--- src/rtl/cla_adder_pipe_pkg.sv ---
// Shared types for the pipelined carry-lookahead adder: block width and
// propagate/generate pair with its lookahead combine operator.
package cla_pkg;

    localparam int unsigned BLK = 4;

    typedef struct packed {
        logic p;
        logic g;
    } pg_t;

    function automatic pg_t pg_combine(input pg_t hi, input pg_t lo);
        pg_t r;
        r.p = hi.p & lo.p;
        r.g = hi.g | (hi.p & lo.g);
        return r;
    endfunction

endpackage

--- src/rtl/cla_adder_pipe_if.sv ---
// Operand/result stream bundle of cla_adder_pipe; slave side is the adder.
interface cla_adder_pipe_if #(
    parameter int unsigned WIDTH = 64
);
    logic             in_valid;
    logic             in_ready;
    logic [WIDTH-1:0] in_a;
    logic [WIDTH-1:0] in_b;
    logic             cin;
    logic             in_sub;
    logic             out_valid;
    logic             out_ready;
    logic [WIDTH-1:0] sum;
    logic             cout;
    logic             ovf;
    logic             gp;
    logic             gg;

    modport slave (
        input  in_valid, in_a, in_b, cin, in_sub, out_ready,
        output in_ready, out_valid, sum, cout, ovf, gp, gg
    );

    modport master (
        output in_valid, in_a, in_b, cin, in_sub, out_ready,
        input  in_ready, out_valid, sum, cout, ovf, gp, gg
    );
endinterface

--- src/rtl/cla_adder_pipe_block4.sv ---
// 4-bit carry-lookahead block: sum plus block propagate/generate for the
// second lookahead level.
module cla_block4
    import cla_pkg::*;
(
    input  logic [BLK-1:0] a,
    input  logic [BLK-1:0] b,
    input  logic           c_in,
    output logic [BLK-1:0] s,
    output pg_t            pg
);
    logic [BLK-1:0] w_p;
    logic [BLK-1:0] w_g;
    logic [BLK-1:0] w_c;

    assign w_p = a ^ b;
    assign w_g = a & b;

    assign w_c[0] = c_in;
    assign w_c[1] = w_g[0] | (w_p[0] & c_in);
    assign w_c[2] = w_g[1] | (w_p[1] & w_g[0]) | (w_p[1] & w_p[0] & c_in);
    assign w_c[3] = w_g[2] | (w_p[2] & w_g[1]) | (w_p[2] & w_p[1] & w_g[0])
                  | (w_p[2] & w_p[1] & w_p[0] & c_in);

    assign s    = w_p ^ w_c;
    assign pg.p = &w_p;
    assign pg.g = w_g[3] | (w_p[3] & w_g[2]) | (w_p[3] & w_p[2] & w_g[1])
                | (w_p[3] & w_p[2] & w_p[1] & w_g[0]);
endmodule

--- src/rtl/cla_adder_pipe.sv ---
// Pipelined carry-lookahead adder, one WIDTH/STAGES segment per stage, with a
// valid/ready stream and global stall. Define CLA_SUB_EN to add in_sub subtract.
module cla_adder_pipe
    import cla_pkg::*;
#(
    parameter int unsigned WIDTH  = 64,
    parameter int unsigned STAGES = 4
) (
    input  logic              clk,
    input  logic              rst_n,
    cla_adder_pipe_if.slave   bus
);
    localparam int unsigned SEG = WIDTH / STAGES;
    localparam int unsigned NB  = SEG / BLK;

    if (STAGES < 1 || STAGES > 8 || (WIDTH % (BLK * STAGES)) != 0) begin : g_param_err
        $error("cla_adder_pipe: need STAGES in 1..8 and WIDTH a multiple of 4*STAGES");
    end

    logic             w_adv;
    logic [WIDTH-1:0] w_b0;
    logic             w_c0;

`ifdef CLA_SUB_EN
    assign w_b0 = bus.in_sub ? ~bus.in_b : bus.in_b;
    assign w_c0 = bus.in_sub | bus.cin;
`else
    assign w_b0 = bus.in_b;
    assign w_c0 = bus.cin;
`endif

    assign w_adv        = !bus.out_valid | bus.out_ready;
    assign bus.in_ready = w_adv;

    // Stage k keeps only finished low bits and the not-yet-added high operands.
    for (genvar k = 0; k < STAGES; k++) begin : g_stage
        localparam int unsigned REM  = WIDTH - (k + 1) * SEG;
        localparam int unsigned DONE = (k + 1) * SEG;

        logic [SEG-1:0]  w_sa, w_sb, w_seg;
        logic            w_vin, w_cin, w_gpin, w_ggin;
        logic [DONE-1:0] w_nsum;
        logic [NB:0]     w_bc;
        pg_t  [NB-1:0]   w_blk, w_pref;

        logic            r_vld, r_c, r_gp, r_gg;
        logic [DONE-1:0] r_sum;

        if (k == 0) begin : g_src
            assign w_vin  = bus.in_valid;
            assign w_sa   = bus.in_a[SEG-1:0];
            assign w_sb   = w_b0[SEG-1:0];
            assign w_cin  = w_c0;
            assign w_gpin = 1'b1;
            assign w_ggin = 1'b0;
            assign w_nsum = w_seg;
        end else begin : g_src
            assign w_vin  = g_stage[k-1].r_vld;
            assign w_sa   = g_stage[k-1].g_rest.r_a[SEG-1:0];
            assign w_sb   = g_stage[k-1].g_rest.r_b[SEG-1:0];
            assign w_cin  = g_stage[k-1].r_c;
            assign w_gpin = g_stage[k-1].r_gp;
            assign w_ggin = g_stage[k-1].r_gg;
            assign w_nsum = {w_seg, g_stage[k-1].r_sum};
        end

        assign w_bc[0] = w_cin;
        for (genvar j = 0; j < NB; j++) begin : g_blk
            cla_block4 u_blk (
                .a    (w_sa[j*BLK +: BLK]),
                .b    (w_sb[j*BLK +: BLK]),
                .c_in (w_bc[j]),
                .s    (w_seg[j*BLK +: BLK]),
                .pg   (w_blk[j])
            );
            if (j == 0) begin : g_pref
                assign w_pref[j] = w_blk[j];
            end else begin : g_pref
                assign w_pref[j] = pg_combine(w_blk[j], w_pref[j-1]);
            end
            assign w_bc[j+1] = w_pref[j].g | (w_pref[j].p & w_cin);
        end

        if (REM > 0) begin : g_rest
            logic [REM-1:0] w_ra, w_rb, r_a, r_b;
            if (k == 0) begin : g_rsrc
                assign w_ra = bus.in_a[WIDTH-1:SEG];
                assign w_rb = w_b0[WIDTH-1:SEG];
            end else begin : g_rsrc
                assign w_ra = g_stage[k-1].g_rest.r_a[REM+SEG-1:SEG];
                assign w_rb = g_stage[k-1].g_rest.r_b[REM+SEG-1:SEG];
            end
            always_ff @(posedge clk or negedge rst_n) begin
                if (!rst_n) begin
                    r_a <= '0;
                    r_b <= '0;
                end else if (w_adv) begin
                    r_a <= w_ra;
                    r_b <= w_rb;
                end
            end
        end

        if (k == STAGES - 1) begin : g_ovf
            logic r_ovf;
            always_ff @(posedge clk or negedge rst_n) begin
                if (!rst_n)     r_ovf <= 1'b0;
                else if (w_adv) r_ovf <= w_sa[SEG-1] ^ w_sb[SEG-1] ^ w_seg[SEG-1] ^ w_bc[NB];
            end
        end

        always_ff @(posedge clk or negedge rst_n) begin
            if (!rst_n) begin
                r_vld <= 1'b0;
                r_c   <= 1'b0;
                r_gp  <= 1'b0;
                r_gg  <= 1'b0;
                r_sum <= '0;
            end else if (w_adv) begin
                r_vld <= w_vin;
                r_c   <= w_bc[NB];
                r_gp  <= w_pref[NB-1].p & w_gpin;
                r_gg  <= w_pref[NB-1].g | (w_pref[NB-1].p & w_ggin);
                r_sum <= w_nsum;
            end
        end
    end

    assign bus.out_valid = g_stage[STAGES-1].r_vld;
    assign bus.sum       = g_stage[STAGES-1].r_sum;
    assign bus.cout      = g_stage[STAGES-1].r_c;
    assign bus.gp        = g_stage[STAGES-1].r_gp;
    assign bus.gg        = g_stage[STAGES-1].r_gg;
    assign bus.ovf       = g_stage[STAGES-1].g_ovf.r_ovf;
endmodule

--- src/flat_wrapper.sv ---
// flat-port wrapper written by rule: the top's interface ports become plain ports
module cla_adder_pipe_flat import cla_pkg::*;
#(
    parameter int unsigned WIDTH  = 64,
    parameter int unsigned STAGES = 4
)
  (clk, rst_n, bus_in_valid, bus_in_a, bus_in_b, bus_cin, bus_in_sub, bus_out_ready, bus_in_ready, bus_out_valid, bus_sum, bus_cout, bus_ovf, bus_gp, bus_gg);
  cla_adder_pipe_if #(.WIDTH(WIDTH)) bus_i ();
  input  logic clk;
  input  logic rst_n;
  input wire logic [$bits(bus_i.in_valid)-1:0] bus_in_valid;
  input wire logic [$bits(bus_i.in_a)-1:0] bus_in_a;
  input wire logic [$bits(bus_i.in_b)-1:0] bus_in_b;
  input wire logic [$bits(bus_i.cin)-1:0] bus_cin;
  input wire logic [$bits(bus_i.in_sub)-1:0] bus_in_sub;
  input wire logic [$bits(bus_i.out_ready)-1:0] bus_out_ready;
  output wire logic [$bits(bus_i.in_ready)-1:0] bus_in_ready;
  output wire logic [$bits(bus_i.out_valid)-1:0] bus_out_valid;
  output wire logic [$bits(bus_i.sum)-1:0] bus_sum;
  output wire logic [$bits(bus_i.cout)-1:0] bus_cout;
  output wire logic [$bits(bus_i.ovf)-1:0] bus_ovf;
  output wire logic [$bits(bus_i.gp)-1:0] bus_gp;
  output wire logic [$bits(bus_i.gg)-1:0] bus_gg;
  assign bus_i.in_valid = bus_in_valid;
  assign bus_i.in_a = bus_in_a;
  assign bus_i.in_b = bus_in_b;
  assign bus_i.cin = bus_cin;
  assign bus_i.in_sub = bus_in_sub;
  assign bus_i.out_ready = bus_out_ready;
  assign bus_in_ready = bus_i.in_ready;
  assign bus_out_valid = bus_i.out_valid;
  assign bus_sum = bus_i.sum;
  assign bus_cout = bus_i.cout;
  assign bus_ovf = bus_i.ovf;
  assign bus_gp = bus_i.gp;
  assign bus_gg = bus_i.gg;
  cla_adder_pipe #(.WIDTH(WIDTH), .STAGES(STAGES)) u_core (.clk(clk), .rst_n(rst_n), .bus(bus_i));
endmodule
--- config.mk ---
export PLATFORM = sky130hd
export DESIGN_NAME = cla_adder_pipe_flat
export DESIGN_NICKNAME = d
export VERILOG_FILES = /design/src/rtl/cla_adder_pipe_pkg.sv /design/src/rtl/cla_adder_pipe_if.sv /design/src/rtl/cla_adder_pipe_block4.sv /design/src/rtl/cla_adder_pipe.sv /design/src/flat_wrapper.sv
export SDC_FILE = /design/constraint.sdc
export NUM_CORES = 1
export LEC_CHECK = 0
export ABC_CLOCK_PERIOD_IN_PS = 2900
export CAP_MARGIN = 10
export CORE_ASPECT_RATIO = 2
export CORE_UTILIZATION = 60
export DETAILED_ROUTE_END_ITERATION = 10
export DONT_BUFFER_PORTS = 1
export PLACE_DENSITY = 0.81
export SETUP_SLACK_MARGIN = 0.02
export SYNTH_ARGS = -nofsm -noshare
export SYNTH_HDL_FRONTEND = slang
export SYNTH_SLANG_ARGS = --single-unit
--- constraint.sdc ---
create_clock -name clk -period 2.9 [get_ports clk]
set_input_delay 0.58 -clock clk [delete_from_list [all_inputs] [get_ports clk]]
set_output_delay 0.58 -clock clk [all_outputs]
set_load 0.005 [all_outputs]
==> out/qor.csv, run 1 <==
metric;value;unit
status;finished with violations;
violations;negative hold slack;
wl_met2;18000;um
drv_slew;0;
final.setup.worst_slack;0.275;ns
p_leak;9.43;nW
synth_cell_types;66;
fin_setup_tns;0;ns
tightest_slew;0.757;ns
fp-row-count;85;
cts_setup_buffers;0;
synth_flop_cell;dfrtp_1;
drive_above_1_share;0.0456;
clock_path_buffers;3;
crit_path_max_fanout;5;
slew_headroom;0.495;
hp-class;in2async;
required;3.30;ns
nFillCells;2191;
finalWeightedCongestion;0.869;
firstDrtPassIters;5;
synthTopCellsByCount;nand2_1 (976), dfrtp_1 (369), clkbuf_1 (64), ha_1 (64), a21oi_1 (52);
power.density;1130;nW/um^2
antenna_found_initial;1;
place_hpwl;22900;um
synth-edff-count;0;
arrival;3.02;ns
route.detailed.drc;0;
grt_pass1_vias;11900;
postSynth.asyncResetShare;1.00;
crit_chain;ha_1 -> a21o_1 -> a21o_1 -> a21oi_1 -> o21a_1 -> nand2_1 -> fa_1 -> xnor2_1 -> o21ai_0;
synth_top_area_cell;dfrtp_1;
whs;-0.246;ns
skew;0.0145;ns
cts_tree;done;
min_period;2.62;ns
grt_usage;0.250;
critical_path.most_common_cell;a21o_1;
synth.area.top_cells;dfrtp_1 (56%), nand2_1 (22%), ha_1 (4.8%);
ys_seq_elements;369;
max_stage_delay;0.44;ns
finalPower;20.5;mW
fp.dieW;120;um
dieArea;28400;sq um
endpoint_kind;flip-flop;
syn_inst;1875;
synth.avg_cell_area;8.87;sq um
cts-root-buf;clkbuf_16;
final_core_util;0.667;
worst-path-buf-inv;0;
drt_iter0_drc;778;
rsz0062_at_grt;false;
via_per_inst;5.50;
ant_nets;0;
path_clk_slew;0.06;ns
wl;34100;um
dp_slack;0.130;ns
hold_violations;369;
grt_pass1_wl;56900;um
core;27100;sq um
num_vias;12200;
yosysSeqAreaShare;0.555;
yosysWarnings;0;
io_pins;204;
initial_core_util;0.613;
setup_viol;0;
clock-sinks;369;
ir_drop;0.680;mV
numCtsBuffers;34;
setup.worst_path.class;reg2reg;
start_kind;flip-flop;
topRoutingLayerUsed;met4;
grt_max_degree;370;
crit_family;compound AO/OA/AOI/OAI gates;
synthesis.nets;2089;
maxCapViolations;0;
wire_per_inst;15.4;um
cts_htree_levels;2;
dr_wl_met3;1390;um
cp_slowest_cell;fa_1;
die_y;237;um
nets;2055;
synth_most_common_cell;nand2_1;
period_share;0.905;
wl_met1;13200;um
max_freq;0.381;GHz
post_cts_resized;0;
io_buffers;0;
syn_area;16600;sq um
synth.top_cell.area_share;0.555;
clk_latency;0.52;ns
syn_to_final_growth;8.80;%
grt.overflow.total;0;
==> cells by family (layout without fill, tap and decap cells) <==
group / Yosys count / after routing / share of synthesized area
AO/OA/AOI/OAI: 194 / 194 / 0.0779
adder cells (fa/ha/maj): 80 / 80 / 0.0674
multiplexers: 1 / 1 / 0.000602
buffers and inverters: 107 / 97 / 0.0243
other: 0 / 1 / 0
XOR/XNOR: 25 / 25 / 0.0132
flip-flops: 369 / 369 / 0.555
AND/OR/NAND/NOR: 1099 / 1099 / 0.261
==> metal layers <==
metal  global-route usage  vias to the layer above
met4                0.119                        0
met3               0.0360                       87
met1                0.293                     5804
met5                    0                        -
met2                0.446                      319
li1                     -                     5970
==> sequential cells by signal (all words and copies together), names as in the netlist <==
signal and flops:
u_core.bus.cout 1, u_core.bus.gg 1, u_core.bus.gp 1, u_core.bus.out_valid 1, u_core.bus.ovf 1, u_core.bus.sum 64, u_core.g_stage.g_rest.r_a 96, u_core.g_stage.g_rest.r_b 96
u_core.g_stage.r_c 3, u_core.g_stage.r_gg 3, u_core.g_stage.r_gp 3, u_core.g_stage.r_sum 96, u_core.g_stage.r_vld 3
==> cells in the final DEF, fill, tap and decap left out, types with 3 or more instances in the layout <==
master	netlist	routed
a2111oi_0	3	3
a211oi_1	4	4
a21boi_1	3	3
a21o_1	23	23
a21oi_1	52	52
a31oi_1	8	8
and2_1	3	3
and3_1	4	4
and4_1	3	3
buf_12	0	3
buf_4	0	10
bufinv_16	0	3
clkbuf_16	0	37
clkbuf_8	0	7
clkinv_2	0	7
dfrtp_1	369	369
fa_1	16	16
ha_1	64	64
inv_1	23	23
nand2_1	976	976
nand2b_1	3	3
nand3_1	14	14
nand4_1	11	11
nor2_1	41	41
nor2b_1	5	4
nor3_1	9	9
nor3b_1	3	3
nor4_1	6	6
o2111ai_1	3	3
o21a_1	16	16
o21ai_0	26	26
o21ai_1	13	13
o31ai_1	11	11
or2_1	5	5
or3_1	6	6
or4_4	3	3
xnor2_1	12	12
xor2_1	13	13
==> power by group <==
group	internal (mW)	switching [mW]
logic	2.82	4.18
clock network	2.77	1.93
registers	7.37	1.46
total	13.0	7.57
==> area by class of cell <==
type                    instances  area, sq um  area share
flip-flops and latches        369         9230       0.510
multi-input cells            1399         7000       0.387
clock buffers                  46         1030      0.0569
well taps                     348          435      0.0241
clock inverters                14          159     0.00878
repair buffers                 13          135     0.00747
inverters                      24         97.6     0.00539
diodes                          1         2.50    0.000138
==> metrics by stage <==
| stage | instances | area [sq um] |
|---|---|---|
| after floorplan | 1875 | 16600 |
| after global placement | 2153 | 16900 |
| after detailed placement | 2153 | 16900 |
| after CTS | 2213 | 18100 |
| after global routing | 2214 | 18100 |
| final | 2214 | 18100 |
==> worst paths after layout <==
kind / from / cells after the start / slack, ns / endpoint
setup / recovery: u_core.g_stage[1].g_rest.r_b[9] / 9 / 0.28 / u_core.g_stage[2].r_sum[45]
hold / removal: rst_n / 0 / -0.25 / u_core.g_stage[0].g_rest.r_a[20]
setup reg to reg: u_core.g_stage[1].g_rest.r_b[9] / 9 / 0.28 / u_core.g_stage[2].r_sum[45]
hold reg to reg: u_core.g_stage[2].r_vld / 2 / 0.46 / u_core.g_stage[2].r_vld
max in group asynchronous: rst_n / 0 / 2.51 / u_core.g_stage[0].g_rest.r_a[8]
min in group clk: bus_in_b[51] / 2 / 0.17 / u_core.g_stage[0].g_rest.r_b[35]
Note: power is estimated with default switching activity, not from simulation.
==> inputs of run 2 (changes only) <==
--- a/config.mk
+++ b/config.mk
@@ -7,7 +7,8 @@
 export LEC_CHECK = 0
 export ABC_CLOCK_PERIOD_IN_PS = 2900
 export CAP_MARGIN = 10
-export CORE_ASPECT_RATIO = 2
+export CORE_ASPECT_RATIO = 0.8
+export CORE_MARGIN = 2
 export CORE_UTILIZATION = 60
 export DETAILED_ROUTE_END_ITERATION = 10
 export DONT_BUFFER_PORTS = 1
==> constraint.sdc (replaced) <==
create_clock -name clk -period 2.9 [get_ports clk]
set_input_delay 0.58 -clock clk [delete_from_list [all_inputs] [get_ports clk]]
set_output_delay 0.58 -clock clk [all_outputs]
set_load 0.1 [all_outputs]
==> out/qor.csv, run 2 (synthesized netlist as in run 1, its figures left out) <==
metric;value;unit;change
status;finished with violations;;
violations;negative hold slack;;
numCtsBuffers;37;;+8.8%
path_clk_slew;0.06;ns;about the same
cts_htree_levels;2;;unchanged
grt_max_degree;370;;unchanged
regArea;9230;sq um;unchanged
firstDrtPassIters;5;;unchanged
whs;-0.243;ns;+0.00365 ns
crit_chain;ha_1 -> a21oi_1 -> o21ai_1 -> o21ba_2 -> o21a_1 -> nand2_1 -> fa_1 -> xnor2_1 -> o21ai_0;;
fp.dieW;190;um;+59%
final_cell_mix;nand2_1 (976), dfrtp_1 (369), ha_1 (64), a21oi_1 (52), nor2_1 (41);;
endpoint_kind;flip-flop;;
maxCapViolations;0;;unchanged
diodes;0;;-1
io_buffers;0;;unchanged
rsz0062_at_grt;false;;
final_common_cell;nand2_1;;
ir_drop;0.670;mV;-1.4%
grt_pass1_vias;11900;;-0.27%
skew;0.0222;ns;+0.00763 ns
nFillCells;2132;;-2.7%
clock-sinks;369;;unchanged
route.detailed.drc;0;;unchanged
clk_latency;0.53;ns;about the same
grt_busiest_layer;met2;;
slew_headroom;0.352;;-0.144
drt_iter0_drc;933;;+20%
via_per_inst;5.43;;-1.2%
fin_setup_tns;0;ns;unchanged
use_met1;0.345;;+0.0522
p_leak;9.49;nW;+0.66%
setup_viol;0;;unchanged
max_stage_delay;0.43;ns;about the same
clock_path_buffers;3;;unchanged
nets;2063;;+0.39%
arrival;3.00;ns;-0.02 ns
post_cts_resized;0;;unchanged
grt.overflow.total;0;;unchanged
drive_above_1_share;0.0490;;+0.00346
setup.worst_path.class;reg2reg;;
dieArea;29100;sq um;+2.3%
min_period;2.57;ns;-0.0506 ns
required;3.33;ns;+0.03 ns
tightest_slew;0.973;ns;+0.216 ns
io_pins;204;;unchanged
drv_slew;0;;unchanged
die_y;153;um;-36%
fp-row-count;54;;-36%
hold_violations;369;;unchanged
cts-root-buf;clkbuf_16;;
wl;34000;um;-0.26%
cp_slowest_cell;fa_1;;
power.density;1330;nW/um^2;+17%
hp-class;in2async;;
grtUsageMet3;0.0429;;+0.00695
core;27200;sq um;+0.40%
num_vias;12200;;-0.090%
initial_core_util;0.611;;-0.00245
cts_tree;done;;
start_kind;flip-flop;;
finalWeightedCongestion;0.829;;-4.6%
largest_registers;u_core.g_stage.g_rest.r_a (96), u_core.g_stage.g_rest.r_b (96), u_core.g_stage.r_sum (96);;
cts_setup_buffers;0;;unchanged
wire_per_inst;15.2;um;-1.4%
ant_nets;0;;unchanged
antenna_found_initial;0;;-1
multi_input_area;7000;sq um;unchanged
grt_pass1_wl;57400;um;+0.87%
met2_usage;0.380;;-0.0661
place_hpwl;22700;um;-0.54%
max_freq;0.388;GHz;+2.0%
crit_path_max_fanout;4;;-1
syn_to_final_growth;9.51;%;
grt_usage;0.240;;-0.0107
period_share;0.888;;-0.0174
[run 2: final timing paths]
path,depth (start not counted),endpoint,slack (ns),from
min,0,u_core.bus.sum[4],-0.24,rst_n
max,9,u_core.g_stage[1].r_sum[29],0.33,u_core.g_stage[0].g_rest.r_b[5]
min in group clk,2,u_core.g_stage[0].g_rest.r_a[42],0.16,bus_in_a[58]
min reg2reg,2,u_core.g_stage[2].r_vld,0.46,u_core.g_stage[2].r_vld
max reg2reg,9,u_core.g_stage[1].r_sum[29],0.33,u_core.g_stage[0].g_rest.r_b[5]
max in group asynchronous,0,u_core.g_stage[0].g_rest.r_a[19],2.66,rst_n
[run 2: where the power goes]
part | switching, mW | total [mW] | internal, mW
Clock | 1.97 | 4.93 | 2.96
Combinational | 4.30 | 7.16 | 2.86
Sequential | 4.80 | 12.1 | 7.29
Total | 11.1 | 24.2 | 13.1
[run 2: routing by layer]
layer | part of all wire | wire, um
met2 | 0.47 | 15900
met1 | 0.46 | 15700
met5 | 0 | 0
met3 | 0.053 | 1800
met4 | 0.018 | 613
[run 2: final cells by class]
type / count / area share
clock buffers: 54 / 0.0616
flip-flops and latches: 369 / 0.507
inverters: 24 / 0.00536
repair buffers: 18 / 0.00880
multi-input cells: 1399 / 0.384
clock inverters: 12 / 0.00783
well taps: 364 / 0.0250
[run 2: stage by stage]
step	util	std cells	setup WS, ns	power, mW	instance area, sq um
after floorplan	-	1875	0.166	17.4	16600
after global placement	0.622	2174	0.190	18.9	16900
after detailed placement	0.622	2174	0.214	19.3	16900
after CTS	0.669	2240	0.350	24.3	18200
after global routing	0.669	2240	0.130	25.8	18200
final	0.669	2240	0.326	24.2	18200
[run 2: worst max-delay path: cells and delay by family, from the launching register on]
| kind | cells | cell delay (ns) |
|---|---|---|
| AO/OA/AOI/OAI | 5 | 1.09 |
| XOR/XNOR | 1 | 0.13 |
| adder cells (fa/ha/maj) | 2 | 0.78 |
| flip-flops | 1 | 0.38 |
| AND/OR/NAND/NOR | 1 | 0.10 |
